### src/rtl/servo_pkg.sv
// Shared types and saturating helpers for the multi-channel servo controller.
package servo_pkg;

    typedef enum logic [1:0] {
        HOLD     = 2'd0,
        ABSOLUTE = 2'd1,
        VELOCITY = 2'd2
    } servo_mode_t;

    typedef enum logic {
        IDLE   = 1'b0,
        UPDATE = 1'b1
    } upd_state_t;

    function automatic int clamp_int(input int v, input int lo, input int hi);
        if (v < lo) return lo;
        if (v > hi) return hi;
        return v;
    endfunction

    // Wide intermediate sum so an out-of-range step saturates instead of wrapping.
    function automatic int sat_add(input int pos, input int step, input int lo, input int hi);
        return clamp_int(pos + step, lo, hi);
    endfunction

endpackage

### src/rtl/servo_pwm_ch.sv
// One PWM channel: pulse width is latched at the start of each period and compared
// against the shared period counter, so position changes never glitch a live pulse.
module servo_pwm_ch
    import servo_pkg::*;
#(
    parameter int CNT_W     = 11,
    parameter int POS_W     = 8,
    parameter int MIN_PULSE = 50,
    parameter int POS_INIT  = 100
) (
    input  logic             clk,
    input  logic             reset,
    input  logic [CNT_W-1:0] i_period_cnt,
    input  logic             i_period_start,
    input  logic [POS_W-1:0] i_pos,
    input  logic             i_en,
    output logic             o_servo
);

    logic [CNT_W-1:0] r_pw;
    logic             r_servo;

    always_ff @(posedge clk or posedge reset) begin
        if (reset) begin
            r_pw    <= CNT_W'(MIN_PULSE + POS_INIT);
            r_servo <= 1'b0;
        end else begin
            if (i_period_start) begin
                r_pw <= CNT_W'(MIN_PULSE) + CNT_W'(i_pos);
            end
            r_servo <= i_en && (i_period_cnt < r_pw);
        end
    end

    assign o_servo = r_servo;

endmodule

### src/rtl/multi_servo_ctrl.sv
// N-channel hobby-servo controller: shared prescaler/period counter, per-channel PWM,
// and a sequential engine that moves each channel's position once per PWM period.
module multi_servo_ctrl
    import servo_pkg::*;
#(
    parameter int N_CH      = 2,
    parameter int POS_W     = 8,
    parameter int ADC_W     = 8,
    parameter int CLK_DIV   = 250,
    parameter int PERIOD    = 2000,
    parameter int MIN_PULSE = 50,
    parameter int POS_MIN   = 0,
    parameter int POS_MAX   = 200,
    parameter int POS_INIT  = 100,
    parameter int CENTER    = 'h26,
    parameter int DEADBAND  = 4,
    parameter int VEL_SHIFT = 4,
    parameter int MAX_STEP  = 8
) (
    input  logic                   clk,
    input  logic                   reset,
    input  logic                   en,
    input  logic [2*N_CH-1:0]      mode,
    input  logic [ADC_W*N_CH-1:0]  joy,
    input  logic [N_CH-1:0]        joy_valid,
    input  logic [POS_W*N_CH-1:0]  target,
    input  logic [N_CH-1:0]        target_we,
    output logic [N_CH-1:0]        servo,
    output logic [POS_W*N_CH-1:0]  pos_out,
    output logic [N_CH-1:0]        at_limit,
    output logic                   period_start
);

    localparam int PRE_W = (CLK_DIV > 1) ? $clog2(CLK_DIV) : 1;
    localparam int CNT_W = $clog2(PERIOD + 1);
    localparam int IDX_W = (N_CH > 1) ? $clog2(N_CH) : 1;

    logic [PRE_W-1:0] r_presc;
    logic [CNT_W-1:0] r_pcnt;
    logic             r_pstart;
    upd_state_t       r_state, w_next_state;
    logic [IDX_W-1:0] r_idx, w_next_idx;
    logic [POS_W-1:0] r_pos [N_CH];
    logic [POS_W-1:0] r_tgt [N_CH];
    logic [ADC_W-1:0] r_joy [N_CH];
    logic [N_CH-1:0]  r_atlim;

    servo_mode_t      w_mode;
    int               w_ch;
    int               w_off;
    int               w_mag;
    int               w_step;
    logic [POS_W-1:0] w_new_pos;

    // period_start is registered so it is low out of reset and fires when the counters land on 0/0.
    always_ff @(posedge clk or posedge reset) begin
        if (reset) begin
            r_presc  <= '0;
            r_pcnt   <= '0;
            r_pstart <= 1'b0;
        end else begin
            if (r_presc == PRE_W'(CLK_DIV - 1)) begin
                r_presc <= '0;
                r_pcnt  <= (r_pcnt == CNT_W'(PERIOD - 1)) ? '0 : r_pcnt + CNT_W'(1);
            end else begin
                r_presc <= r_presc + PRE_W'(1);
            end
            r_pstart <= (r_presc == PRE_W'(CLK_DIV - 1)) && (r_pcnt == CNT_W'(PERIOD - 1));
        end
    end

    always_ff @(posedge clk or posedge reset) begin
        if (reset) begin
            r_state <= IDLE;
            r_idx   <= '0;
        end else begin
            r_state <= w_next_state;
            r_idx   <= w_next_idx;
        end
    end

    always_comb begin
        w_next_state = r_state;
        w_next_idx   = r_idx;
        case (r_state)
            IDLE: begin
                if (r_pstart) begin
                    w_next_state = UPDATE;
                    w_next_idx   = '0;
                end
            end
            UPDATE: begin
                if (r_idx == IDX_W'(N_CH - 1)) begin
                    w_next_state = IDLE;
                    w_next_idx   = '0;
                end else begin
                    w_next_idx = r_idx + IDX_W'(1);
                end
            end
            default: w_next_state = IDLE;
        endcase
    end

    assign w_ch = int'(r_idx);

    // The joystick magnitude is shifted rather than the signed value, so the step
    // rounds toward zero and both stick directions move at the same rate.
    always_comb begin
        w_mode = servo_mode_t'(mode[2*w_ch +: 2]);
        w_off  = int'(r_joy[r_idx]) - CENTER;
        w_mag  = 0;
        w_step = 0;
        case (w_mode)
            ABSOLUTE: begin
                w_step = clamp_int(int'(r_tgt[r_idx]) - int'(r_pos[r_idx]), -MAX_STEP, MAX_STEP);
            end
            VELOCITY: begin
                w_mag = (w_off < 0) ? -w_off : w_off;
                if (w_mag > DEADBAND) begin
                    w_mag = w_mag >> VEL_SHIFT;
                    if (w_mag == 0) begin
                        w_mag = 1;
                    end
                    w_step = clamp_int((w_off < 0) ? -w_mag : w_mag, -MAX_STEP, MAX_STEP);
                end
            end
            default: w_step = 0;
        endcase
        w_new_pos = POS_W'(sat_add(int'(r_pos[r_idx]), w_step, POS_MIN, POS_MAX));
    end

    always_ff @(posedge clk or posedge reset) begin
        if (reset) begin
            for (int i = 0; i < N_CH; i++) begin
                r_pos[i] <= POS_W'(POS_INIT);
                r_tgt[i] <= POS_W'(POS_INIT);
                r_joy[i] <= ADC_W'(CENTER);
            end
            r_atlim <= '0;
        end else begin
            for (int i = 0; i < N_CH; i++) begin
                if (target_we[i]) begin
                    r_tgt[i] <= POS_W'(clamp_int(int'(target[i*POS_W +: POS_W]), POS_MIN, POS_MAX));
                end
                if (joy_valid[i]) begin
                    r_joy[i] <= joy[i*ADC_W +: ADC_W];
                end
                if ((r_state == UPDATE) && en && (r_idx == IDX_W'(i))) begin
                    r_pos[i] <= w_new_pos;
                end
                r_atlim[i] <= (r_pos[i] == POS_W'(POS_MIN)) || (r_pos[i] == POS_W'(POS_MAX));
            end
        end
    end

    assign period_start = r_pstart;
    assign at_limit     = r_atlim;

    for (genvar g = 0; g < N_CH; g++) begin : g_ch
        assign pos_out[g*POS_W +: POS_W] = r_pos[g];

        servo_pwm_ch #(
            .CNT_W     (CNT_W),
            .POS_W     (POS_W),
            .MIN_PULSE (MIN_PULSE),
            .POS_INIT  (POS_INIT)
        ) u_pwm (
            .clk            (clk),
            .reset          (reset),
            .i_period_cnt   (r_pcnt),
            .i_period_start (r_pstart),
            .i_pos          (r_pos[g]),
            .i_en           (en),
            .o_servo        (servo[g])
        );
    end

endmodule

### config.mk
export PLATFORM = sky130hd
export DESIGN_NAME = multi_servo_ctrl
export DESIGN_NICKNAME = d
export VERILOG_FILES = /design/src/rtl/servo_pkg.sv /design/src/rtl/servo_pwm_ch.sv /design/src/rtl/multi_servo_ctrl.sv
export SDC_FILE = /design/constraint.sdc
export NUM_CORES = 1
export LEC_CHECK = 0
export ABC_CLOCK_PERIOD_IN_PS = 17200
export CORE_MARGIN = 1
export CORE_UTILIZATION = 40
export CTS_CLUSTER_DIAMETER = 40
export DETAILED_ROUTE_END_ITERATION = 6
export GPL_TIMING_DRIVEN = 1
export PLACE_DENSITY_LB_ADDON = 0.25
export SLEW_MARGIN = 30
export SYNTH_ARGS = -nofsm -noshare
export SYNTH_HDL_FRONTEND = slang
export SYNTH_HIERARCHICAL = 1
export SYNTH_SLANG_ARGS = --single-unit
### constraint.sdc
create_clock -name clk -period 17.2 [get_ports clk]
set_input_delay 1.72 -clock clk [delete_from_list [all_inputs] [get_ports clk]]
set_output_delay 1.72 -clock clk [all_outputs]
set_load 0.1 [all_outputs]
### After elaboration in Yosys (flattened, before gate mapping)

Cells that the tools add are included.

| storage, ports and cells | value |
|---|---|
| bits in registers | 96 |
| input port bits | 43 |
| output and inout port bits | 21 |

| cells by class | value |
|---|---|
| reductions and logical operators | 11 |
| add/sub/neg operators | 10 |
| equal/unequal tests | 7 |
| muxes and demuxes | 58 |
| shifts and indexed selects | 1 |
| $lt $le $gt $ge | 13 |
| bitwise gates (word level) | 3 |

Operators by type and width:

| operator | count |
|---|---|
| 32-bit 2-to-1 mux | 13 |
| 8-bit 2-to-1 mux | 17 |
| 32-bit one-hot mux with 2 select lines | 1 |
| 9-bit by 32-bit adder with 32-bit output | 1 |
| 32-bit by 4-bit > comparator with 1-bit output, second input constant | 1 |
| 32-bit by 5-bit > comparator with 1-bit output, second input constant | 1 |
| 32-bit by 9-bit > comparator with 1-bit output, second input constant | 1 |
| 32-bit logical NOT | 1 |
| 32-bit by 1-bit less-than comparator with 1-bit output, second input constant | 1 |
| 32-bit by 4-bit less-than comparator with 1-bit output, second input constant | 1 |
| 32-bit negator | 1 |
| 9-bit negator with 32-bit output | 1 |
| 28-bit 2-to-1 mux | 1 |
| 8-bit == test, second input constant | 3 |
| 1-bit 2-to-1 mux | 23 |
| 11-bit less-than comparator | 2 |
| 6-bit by 8-bit adder with 9-bit output, first input constant | 2 |
| 8-bit > comparator, second input constant | 2 |
| 8-bit logical NOT | 2 |
| 11-bit by 1-bit adder with 11-bit output, second input constant | 1 |
| 11-bit == test, second input constant | 1 |
| 11-bit 2-to-1 mux | 1 |
| 9-bit by 5-bit > comparator with 1-bit output, second input constant | 1 |
| 9-bit by 1-bit less-than comparator with 1-bit output, second input constant | 1 |
| 15 further kinds | 23 |

### Longest topological paths before layout

Gate-level depths: netlist of run 1.

| logic depth | value |
|---|---|
| depth in word-level cells | 30 |
| gate-level depth with buffers | 30 |
| gate-level depth less buffers | 26 |

### By module

Netlist of run 1, hierarchy kept.

By module, submodules not included:

| module | sequential area each (um^2) | cells an instance | area each (um^2) | times used |
|---|---|---|---|---|
| multi_servo_ctrl | 1824.2 | 492 | 4682.0 | 1 |
| servo_pwm_ch | 255.2 | 69 | 661.9 | 2 |

### Worst setup path before layout of run 1

Ideal clock, no wire load.

| path | value |
|---|---|
| kind | register to register |
| start | register r_idx |
| end | register r_pos (netlist bit pos_out[11]) |
| required time | 17.059 ns |
| clock period less this slack | 6.034 ns |
| cell stages (with the launch flop) | 27 |
| setup time | 0.141 ns |
| data arrival time | 5.892 ns |
| path slack | 11.166 ns |
| path buffers | 4 |
| path through | dfrtp_1 -> buf_6 -> buf_6 -> clkbuf_1 -> buf_1 -> mux2i_1 -> fa_1 -> a21o_1 -> a21oi_1 -> o21ai_0 -> o41ai_1 -> nand3_1 -> mux2i_1 -> nand2_1 -> o22ai_1 -> ha_1 -> inv_1 -> fa_1 -> nor2b_1 -> o21ai_0 -> a21boi_0 -> o31a_1 -> o21ai_0 -> o31ai_1 -> nand3_1 -> mux2i_1 -> a221oi_2 |

| between the ends | value |
|---|---|
| longest elaborated chain between the ends | 28 |

RTL lines:

| what | line | text |
|---|---|---|
| start: declaration | multi_servo_ctrl.sv:42 | `logic [IDX_W-1:0] r_idx, w_next_idx;` |
| start signal: assignment | multi_servo_ctrl.sv:78 | `r_idx <= w_next_idx;` |
| 1-bit NOT with 2-bit output (not written as such) | multi_servo_ctrl.sv:110, multi_servo_ctrl.sv:115, multi_servo_ctrl.sv:129 |  |
| 8-bit 2-to-1 mux (not written as such) (3 in a row) | multi_servo_ctrl.sv:110 | `w_off = int'(r_joy[r_idx]) - CENTER;` |
| 8-bit by 6-bit subtractor with 9-bit output | multi_servo_ctrl.sv:110 |  |
| 9-bit negator with 32-bit output or 9-bit by 1-bit less-than comparator with 1-bit output (tied branches) | multi_servo_ctrl.sv:118, multi_servo_ctrl.sv:124 |  |
| 32-bit 2-to-1 mux | multi_servo_ctrl.sv:118 | `w_mag = (w_off < 0) ? -w_off : w_off;` |
| 32-bit logical NOT | multi_servo_ctrl.sv:121 | `if (w_mag == 0) begin` |
| 28-bit 2-to-1 mux | multi_servo_ctrl.sv:121 |  |
| 32-bit 2-to-1 mux | multi_servo_ctrl.sv:119 | `if (w_mag > DEADBAND) begin` |
| [... 9 more ...] | n/a |  |
| 32-bit 2-to-1 mux | servo_pkg.sv:17 | `if (v > hi) return hi;` |
| 32-bit 2-to-1 mux | multi_servo_ctrl.sv:119 |  |
| 32-bit one-hot mux with 2 select lines | multi_servo_ctrl.sv:113 | `case (w_mode)` |
| 9-bit by 32-bit adder with 32-bit output | servo_pkg.sv:23 | `return clamp_int(pos + step, lo, hi);` |
| 32-bit by 9-bit > comparator with 1-bit output | servo_pkg.sv:17 |  |
| 1-bit 2-to-1 mux (2 in a row) | servo_pkg.sv:17 |  |
| 8-bit 2-to-1 mux | servo_pkg.sv:18 | `return v;` |
| 8-bit 2-to-1 mux | servo_pkg.sv:17 |  |
| end signal: indexed assignment | multi_servo_ctrl.sv:135 | `r_pos[i] <= POS_W'(POS_INIT);` |
| end signal: indexed assignment | multi_servo_ctrl.sv:149 | `r_pos[i] <= w_new_pos;` |
| end: declaration | multi_servo_ctrl.sv:43 | `logic [POS_W-1:0] r_pos [N_CH];` |

Several ways; a longest one is shown, not always the timed one. The select of a mux whose other input is x is not followed.
A chain may end at the register's enable or synchronous reset.

### Worst setup path after layout of run 1

| path | value |
|---|---|
| start | register r_idx |
| end | register r_pos (netlist bit pos_out[3]) |

Same word-level chain as after synthesis.

==> results_dict.tcl, run 1 <==
set metrics [dict create \
    min_period_ps 6180 \
    drtAntennaViolNets 0 \
    ys_seq_area_share_pct 38.9 \
    post_cts_resized 0 \
    r2r_cells 24 \
    critPathRequiredTime_ps 17410 \
    grt.overflow.total 0 \
    route.vias.total 4672 \
    syn-num-nets 718 \
    worst_pin_slew_ps 1020 \
    hold_path.class "flop to flop" \
    syn_inst 630 \
    r2r_slack_ps 11020 \
    track_usage_pct 18.2 \
    route.detailed.drc 0 \
    critPathMaxStageDelay_ps 810 \
    clock_path_buffers 2 \
    yosysWarnings 6 \
    postCtsHoldBufs 0 \
    endpoint "pos_out[3]" \
    fill_cells 1383 \
    drt-met1-wl_microns 6000 \
    critical_path.top_delay_family "compound AO/OA/AOI/OAI gates" \
    cts_buffers 9 \
    fin_nets 779 \
    finalCritPeriodShare_pct 35.9 \
    layout_common_cells "dfrtp_1 (65), clkdlybuf4s50_1 (63), inv_1 (60), nand2_1 (60), nor2_1 (48)" \
    drive_gt1_share_pct 13.5 \
    die_w_microns 125 \
    peakVddDrop_v 0.0000433 \
    p_leak_nw 3.10 \
    io_buffers 63 \
    r2r_end "pos_out[3]" \
    hold_violations 0 \
    met2WireLength_microns 6770 \
    placed_cell_area_sq_um 6810 \
    dr.max_layer_used "met4" \
    grt_first_pass_wirelength_microns 22800 \
    cts.sinks 92 \
    setup_violations 0 \
    die_y_microns 125 \
    skew_ps 7.85 \
    cts_tree "done" \
    rsz0062_at_grt "no" \
    crit_slowest_cell "dfrtp_4" \
    core_sq_um 14600 \
    synth_area_sq_um 6010 \
    slew_viol_final 0 \
    drt_iter0_drc 294 \
    dr_wl_met3_microns 400 \
    grt_max_degree 44 \
    start_util_pct 41.2 \
    status "complete, no violations" \
    hpwl_microns 10200 \
    cts_htree_levels 3 \
    max_cap_viol_count 0 \
    final_area_sq_um 7130 \
    cp.depth 24 \
    row_count 44 \
    crit_path_start_kind "flop" \
    synth-edff-count 0 \
    powerDensity_nw_per_um2 75.8 \
    pin_count 64 \
    timing.slew.headroom_pct 31.7 \
    dp_slack_ps 10780 \
    crit_buf_inv 2 \
    grt_pass1_vias 4828 \
    mostFrequentLayoutCell "dfrtp_1" \
    tns_ps 0 \
    cp.arrival_ps 6390 \
    crit_type "flop to flop" \
    synth_cell_type_count 71 \
    routed_wl_microns 13500 \
    synth_flop_cell "dfrtp_1" \
    antenna_found_initial 0 \
    antenna_cells 0 \
    clkLatencyLatePin_ps 350 \
    wire_per_inst_microns 15.3 \
    viasPerCell 5.31 \
    timing.rr.start "r_idx" \
    cts-root-buf "clkbuf_16" \
    end_kind "flop" \
    crit_fanout 43 \
    gp_congestion 0.879 \
    clkTransAtPathRegs_ps 70 \
    ys_ff_latch 92 \
    async_flop_share_pct 100 \
    critPathLaunch "r_idx" \
    fmax_ghz 0.162 \
    place_inst 864 \
    dr.pass1.iters 6 \
    die_area_sq_um 15500 \
    instances_no_fill 880 \
    syn_to_final_growth_pct 18.8 \
    avgSynthCellArea_sq_um 9.53 \
    setup_ws_ps 11020 \
    cts_setup_buffers 0 \
    crit_path_cell_trace "mux2i_1 > ha_1 > inv_1 > fa_1 > a21o_1 > a21oi_1 > o21ai_0 > o41ai_1 > nand3_1 > mux2i_1 > nand2_1 > o22ai_1 > ha_1 > inv_1 > fa_1 > nor2b_1 > o21ai_0 > a21boi_0 > o31a_1 > o21ai_0 > o31ai_1 > nand3_1 > mux2i_1 > a221oi_1" \
]
==> worst min path at each step <==
stage	startpoint	end	slack, ps	cells after the start
after floorplan	r_presc[7]	r_presc[7]	440	1
after global placement	r_presc[7]	r_presc[7]	460	1
after detailed placement	r_tgt[5]	r_tgt[5]	470	2
after CTS	r_tgt[5]	r_tgt[5]	480	2
after global routing	r_presc[7]	r_presc[7]	490	1
final	r_tgt[2]	r_tgt[2]	480	2
==> synthesized netlist by cell type (5+ instances only) <==
library cell / n / area share [%]
a21o_1: 6 / 0.75
a21oi_1: 24 / 2.0
a22o_1: 10 / 1.5
a31oi_1: 6 / 0.63
and2_1: 5 / 0.52
clkbuf_1: 7 / 0.44
dfrtp_1: 66 / 27
dfstp_2: 26 / 11
ha_1: 43 / 9.0
inv_1: 61 / 3.8
mux2_2: 28 / 5.2
mux2i_1: 21 / 3.5
nand2_1: 60 / 3.8
nand3_1: 27 / 2.3
nand4_1: 5 / 0.52
nor2_1: 48 / 3.0
nor2b_1: 6 / 0.63
nor3_1: 8 / 0.67
o21a_1: 8 / 1.0
o21ai_0: 40 / 3.3
o31ai_1: 5 / 0.63
or3_1: 5 / 0.52
xnor2_1: 14 / 2.0
xor2_1: 17 / 2.5
==> state kept, by name (all words and copies together), names as in the netlist <==
name / count
at_limit: 2
g_ch.u_pwm/o_servo: 2
g_ch.u_pwm/r_pw: 18
period_start: 1
pos_out: 16
r_idx: 1
r_joy: 16
r_pcnt: 11
r_presc: 8
r_state: 1
r_tgt: 16
==> worst register-to-register path: cells and delay by family, from the launching register on <==
kind	cells	cell delay, ps
muxes	3	870
DFF	1	810
buffers and inverters	2	110
adders and majority gates	4	1180
and+or+nand+nor	4	490
AOI/OAI and AO/OA	11	2580
==> kinds of logic (layout without fill, tap and decap cells) <==
kind of cell	after synthesis	after routing	synth area share (%)
simple gates	194	194	16.3
fa+ha+maj	45	45	9.63
flops	92	92	38.9
xor+xnor	32	32	4.79
compound gates	139	139	15.8
mux	52	52	9.54
buf+inv	76	142	5.08
==> report_power, final <==
part           internal, mW  switching (mW)  total [mW]
registers             0.226         0.00610       0.233
logic                0.0395          0.0485      0.0880
clock network         0.128          0.0919       0.220
total                 0.394           0.147       0.541
==> final cells by class <==
class / instances / area [sq um] / share of cell area, %
Inverter: 61 / 229 / 3.21
Tap cell: 184 / 230 / 3.23
Clock buffer: 9 / 225 / 3.16
Timing Repair Buffer: 65 / 646 / 9.05
Multi-Input combinational cell: 462 / 3370 / 47.2
Clock inverter: 7 / 98.8 / 1.39
Sequential cell: 92 / 2340 / 32.8
==> metrics by stage <==
| stage | power [mW] | hold slack, ps | util [%] |
|---|---|---|---|
| after floorplan | 0.297 | 442 | - |
| after global placement | 0.322 | 463 | 46.7 |
| after detailed placement | 0.324 | 470 | 46.7 |
| after CTS | 0.545 | 480 | 48.9 |
| after global routing | 0.564 | 493 | 48.9 |
| final | 0.541 | 479 | 48.9 |
==> layer usage <==
metal / track usage [%] / vias up
li1: - / 2340
met1: 21.8 / 2235
met2: 31.9 / 75
met3: 2.79 / 22
met4: 8.43 / 0
met5: 0 / -
No activity file was read; power rests on OpenSTA's default activity.
==> run 2, diff against run 1 <==
--- a/config.mk
+++ b/config.mk
@@ -5,7 +5,7 @@
 export SDC_FILE = /design/constraint.sdc
 export NUM_CORES = 1
 export LEC_CHECK = 0
-export ABC_CLOCK_PERIOD_IN_PS = 17200
+export ABC_CLOCK_PERIOD_IN_PS = 5600
 export CORE_MARGIN = 1
 export CORE_UTILIZATION = 40
 export CTS_CLUSTER_DIAMETER = 40
==> constraint.sdc (replaced) <==
create_clock -name clk -period 5.6 [get_ports clk]
set_input_delay 0.56 -clock clk [delete_from_list [all_inputs] [get_ports clk]]
set_output_delay 0.56 -clock clk [all_outputs]
set_load 0.1 [all_outputs]
==> run 2 against run 1 <==
  * Non-clock buffer count grew 19
  * Core utilization rose by 2.0 points
  * Fmax is 14% higher
  * Critical path type unchanged
==> results_dict.tcl, run 2 (synthesized netlist as in run 1, its figures left out) <==
set metrics [dict create \
    powerDensity_nw_per_um2 220 \
    route.vias.total 4820 \
    postCtsHoldBufs 0 \
    critPathRequiredTime_ps 5840 \
    cts.sinks 92 \
    antenna_found_initial 0 \
    mostFrequentLayoutCell "dfrtp_1" \
    die_w_microns 125 \
    cts_tree "done" \
    top_register "g_ch.u_pwm/r_pw" \
    status "complete, no violations" \
    antenna_cells 0 \
    clock_path_buffers 2 \
    worst_pin_slew_ps 1010 \
    core_sq_um 14600 \
    hold_violations 0 \
    dr.pass1.iters 5 \
    wire_per_inst_microns 15.7 \
    die_area_sq_um 15500 \
    hold_path.class "flop to flop" \
    start_util_pct 41.2 \
    clkLatencyLatePin_ps 350 \
    grt_first_pass_wirelength_microns 23200 \
    cts-root-buf "clkbuf_16" \
    finalCoreUtilization_pct 50.9 \
    critical_path.top_delay_family "compound AO/OA/AOI/OAI gates" \
    min_period_ps 5410 \
    drive_gt1_share_pct 18.7 \
    io_buffers 63 \
    power_mw 1.64 \
    grt_max_degree 38 \
    row_count 44 \
    largest_reg_flops 18 \
    setup_violations 0 \
    gp_congestion 0.905 \
    p_leak_nw 3.21 \
    viasPerCell 5.36 \
    timing.slew.headroom_pct 32.6 \
    crit_fanout 6 \
    pin_count 64 \
    fmax_ghz 0.185 \
    drt_iter0_drc 244 \
    drtAntennaViolNets 0 \
    skew_ps 9.34 \
    instances_no_fill 899 \
    peakVddDrop_v 0.000145 \
    end_kind "flop" \
    clkTransAtPathRegs_ps 70 \
    route.detailed.drc 0 \
    layout_common_cells "dfrtp_1 (65), clkdlybuf4s50_1 (63), inv_1 (60)" \
    cts_htree_levels 3 \
    cts_buffers 9 \
    slew_viol_final 0 \
    grt.overflow.total 0 \
    crit_slowest_cell "dfrtp_4" \
    crit_type "flop to flop" \
    critPathMaxStageDelay_ps 460 \
    routed_wl_microns 14100 \
    place_inst 874 \
    fin_nets 798 \
    max_cap_viol_count 0 \
    track_usage_pct 18.5 \
    die_y_microns 125 \
    crit_buf_inv 1 \
    crit_path_start_kind "flop" \
    cp.arrival_ps 5650 \
    finalCritPeriodShare_pct 96.6 \
    grt_pass1_vias 4791 \
    syn_to_final_growth_pct 23.6 \
    hpwl_microns 10400 \
]
run 2: cell count changes in the layout (fill, tap and decap cells not counted), moves of 3 or more:
cell | before | now
buf_4 | 2 | 17
clkbuf_1 | 0 | 3
mux2i_1 | 21 | 15
mux2i_4 | 1 | 5
o21ai_0 | 40 | 36
o21ai_1 | 1 | 4
run 2: worst paths after layout:
kind | from | end | slack, ps | cells past startpoint
max in group asynchronous | reset | pos_out[13] | 3870 | 3
min | r_tgt[5] | r_tgt[5] | 480 | 2
min in group asynchronous | reset | g_ch[1].u_pwm/r_pw[0] | 580 | 2
min reg2reg | r_tgt[5] | r_tgt[5] | 480 | 2
max reg2reg | r_idx | pos_out[3] | 190 | 25
max | r_idx | pos_out[3] | 190 | 25
run 2: what timing repair did:
item / CTS / global route
setup endpoints to repair: 12 / 16
gates resized for setup: 4 / 33
buffers inserted: 0 / 9
pin swaps: 0 / 14
run 2: cell type report:
class / count / area, sq um
fillers: 1339 / 7170
multi-input cells: 462 / 3520
flip-flops and latches: 92 / 2340
repair buffers: 84 / 812
clock buffers: 13 / 250
well taps: 184 / 230
inverters: 61 / 229
clock inverters: 3 / 46.3
run 2: metal layers:
| layer | up-vias | wire length (microns) | track usage, % |
|---|---|---|---|
| met1 | 2311 | 6620 | 24.0 |
| met2 | 106 | 6760 | 30.9 |
| li1 | 2383 | - | - |
| met4 | 0 | 288 | 7.80 |
| met5 | - | 0 | 0 |
| met3 | 20 | 453 | 2.45 |
run 2: per-stage QoR:
| stage | TNS (ps) | setup slack [ps] | hold slack, ps | instance area (sq um) |
|---|---|---|---|---|
| finish | 0 | 190 | 484 | 7420 |
| global route | -466 | -60.5 | 513 | 7420 |
| CTS | 0 | 40.4 | 491 | 7220 |
| detailed placement | -602 | -120 | 482 | 6900 |
| global placement | 0 | 67.1 | 459 | 6900 |
| floorplan | 0 | 5.15 | 397 | 6020 |
run 2: report_power, final:
group,switching (mW),leakage [nW],internal [mW]
Combinational,0.157,1.94,0.134
Sequential,0.0199,1.12,0.696
Clock,0.270,0.140,0.360
Total,0.447,3.21,1.19
run 2: tightest hold or removal path: cells and delay by family, from the launching register on:
kind            cells  cell delay (ps)
buf+inv             1               40
compound gates      1               60
flops               1              370
==> run 3, diff against run 2 <==
--- a/config.mk
+++ b/config.mk
@@ -5,7 +5,7 @@
 export SDC_FILE = /design/constraint.sdc
 export NUM_CORES = 1
 export LEC_CHECK = 0
-export ABC_CLOCK_PERIOD_IN_PS = 5600
+export ABC_CLOCK_PERIOD_IN_PS = 7000
 export CORE_MARGIN = 1
 export CORE_UTILIZATION = 40
 export CTS_CLUSTER_DIAMETER = 40
==> constraint.sdc (replaced) <==
create_clock -name clk -period 7 [get_ports clk]
set_input_delay 0.7 -clock clk [delete_from_list [all_inputs] [get_ports clk]]
set_output_delay 0.7 -clock clk [all_outputs]
set_load 0.1 [all_outputs]
==> run 3 against run 2 <==
  * Final area decreased by 3.9%
  * Critical path type unchanged
  * Final cell count decreased by 2.0%
  * Via count fell by 2.6%
  * Clock skew fell by 2.1 ps
==> results_dict.tcl, run 3 (synthesized netlist as in run 1, its figures left out) <==
set metrics [dict create \
    cts-root-buf "clkbuf_16" \
    die_y_microns 125 \
    die_area_sq_um 15500 \
    antenna_cells 0 \
    hold_violations 0 \
    cts_setup_buffers 0 \
    max_cap_viol_count 0 \
    route.vias.total 4695 \
    power_frac_comb_pct 16.3 \
    io_buffers 63 \
    wire_per_inst_microns 14.9 \
    routed_wl_microns 13100 \
    crit_slowest_cell "dfrtp_2" \
    setup_violations 0 \
    rsz0062_at_grt "no" \
    fin_nets 780 \
    track_usage_pct 17.9 \
    layout_common_cells "dfrtp_1 (65), clkdlybuf4s50_1 (63), inv_1 (60), nand2_1 (60), nor2_1 (48)" \
    top_register "g_ch.u_pwm/r_pw" \
    powerDensity_nw_per_um2 183 \
    grt_max_degree 73 \
    pin_count 64 \
    skew_ps 7.21 \
    power_mw 1.31 \
    slew_viol_final 0 \
    critPathMaxStageDelay_ps 660 \
    route.detailed.drc 0 \
    cts_tree "done" \
    syn_to_final_growth_pct 18.8 \
    tns_ps 0 \
    placed_cell_area_sq_um 6810 \
    end_kind "flop" \
    multi_input_area_sq_um 3370 \
    die_w_microns 125 \
    hold_slack_ps 467 \
    p_leak_nw 3.11 \
    swShare_pct 27.4 \
    instances_no_fill 881 \
    drt_iter0_drc 235 \
    drive_gt1_share_pct 13.6 \
    cp.arrival_ps 6370 \
    hold_path.class "flop to flop" \
    row_count 44 \
    p_sw_mw 0.359 \
    cts_buffers 9 \
    crit_fanout 23 \
    core_sq_um 14600 \
    finalCritPeriodShare_pct 88.0 \
    clkPwrFrac_pct 40.0 \
    antenna_found_initial 0 \
    crit_type "flop to flop" \
    start_util_pct 41.2 \
    mostFrequentLayoutCell "dfrtp_1" \
    grt.overflow.total 0 \
    clkLatencyLatePin_ps 360 \
    timing.slew.headroom_pct 32.0 \
    viasPerCell 5.33 \
    worstHoldPathCells 2 \
    hpwl_microns 10100 \
    finalCoreUtilization_pct 48.9 \
    cts_htree_levels 3 \
    largest_reg_flops 18 \
    gp_congestion 0.862 \
    dr.pass1.iters 4 \
    dp_slack_ps 854 \
    worst_pin_slew_ps 1020 \
    setup_ws_ps 839 \
    fill_cells 1357 \
    crit_path_cell_trace "buf_4 > mux2i_1 > ha_1 > a21o_1 > a21oi_1 > o21ai_0 > o41ai_1 > nand3_1 > mux2i_1 > nand2_1 > o22ai_1 > ha_1 > inv_1 > fa_1 > nor2b_1 > o21ai_0 > a21boi_0 > o31a_1 > o21ai_0 > o31ai_1 > nand3_1 > mux2i_1 > a221oi_1" \
    post_cts_resized 0 \
    clock_path_buffers 2 \
    place_inst 865 \
    status "complete, no violations" \
    crit_path_start_kind "flop" \
    ff_latch_area_sq_um 2340 \
    fmax_ghz 0.162 \
    drtAntennaViolNets 0 \
    seq_power_share_pct 43.7 \
    clkTransAtPathRegs_ps 70 \
    min_period_ps 6160 \
    grt_first_pass_wirelength_microns 22700 \
    peakVddDrop_v 0.000110 \
    cts.sinks 92 \
    postCtsHoldBufs 0 \
    p_int_mw 0.948 \
    final_area_sq_um 7140 \
    grt_pass1_vias 4679 \
    r2r_cells 23 \
    critPathRequiredTime_ps 7210 \
]
-- run 3: routing by layer --
metal	global-route usage, %	share of wire (%)	vias up	routed length [microns]
met5	0	0	-	0
met1	21.4	44	2259	5820
met2	32.2	51	67	6710
met4	5.81	1.6	0	216
li1	-	-	2352	-
met3	3.31	2.9	17	375
-- run 3: cell type report --
class / instances / area share (%)
Timing Repair Buffer: 66 / 9.21
Inverter: 61 / 3.21
Clock inverter: 6 / 1.10
Tap cell: 184 / 3.23
Sequential cell: 92 / 32.7
Multi-Input combinational cell: 462 / 47.2
Clock buffer: 10 / 3.35
-- run 3: worst max-delay path, delay by kind of cell (launching register included) --
family,cells,cell delay [ps]
and+or+nand+nor,4,510
buffers and inverters,2,440
muxes,3,850
adders and majority gates,3,890
AOI/OAI and AO/OA,11,2660
DFF,1,660
-- run 3: path summary, 6_finish.rpt --
| path | from | endpoint | slack (ps) |
|---|---|---|---|
| min in group asynchronous | reset | g_ch[1].u_pwm/r_pw[0] | 710 |
| max in group asynchronous | reset | r_idx | 5620 |
| worst max-delay path | r_idx | pos_out[3] | 840 |
| worst min-delay path | r_tgt[5] | r_tgt[5] | 470 |
| worst min register to register | r_tgt[5] | r_tgt[5] | 470 |
| worst max register to register | r_idx | pos_out[3] | 840 |
-- run 3: power groups by stage --
stage | clock network, mW | logic, mW | registers (mW)
final | 0.523 | 0.213 | 0.571
after global placement | 0 | 0.210 | 0.580
after global routing | 0.557 | 0.239 | 0.574
after detailed placement | 0 | 0.212 | 0.581
after floorplan | 0 | 0.147 | 0.583
after CTS | 0.537 | 0.214 | 0.571
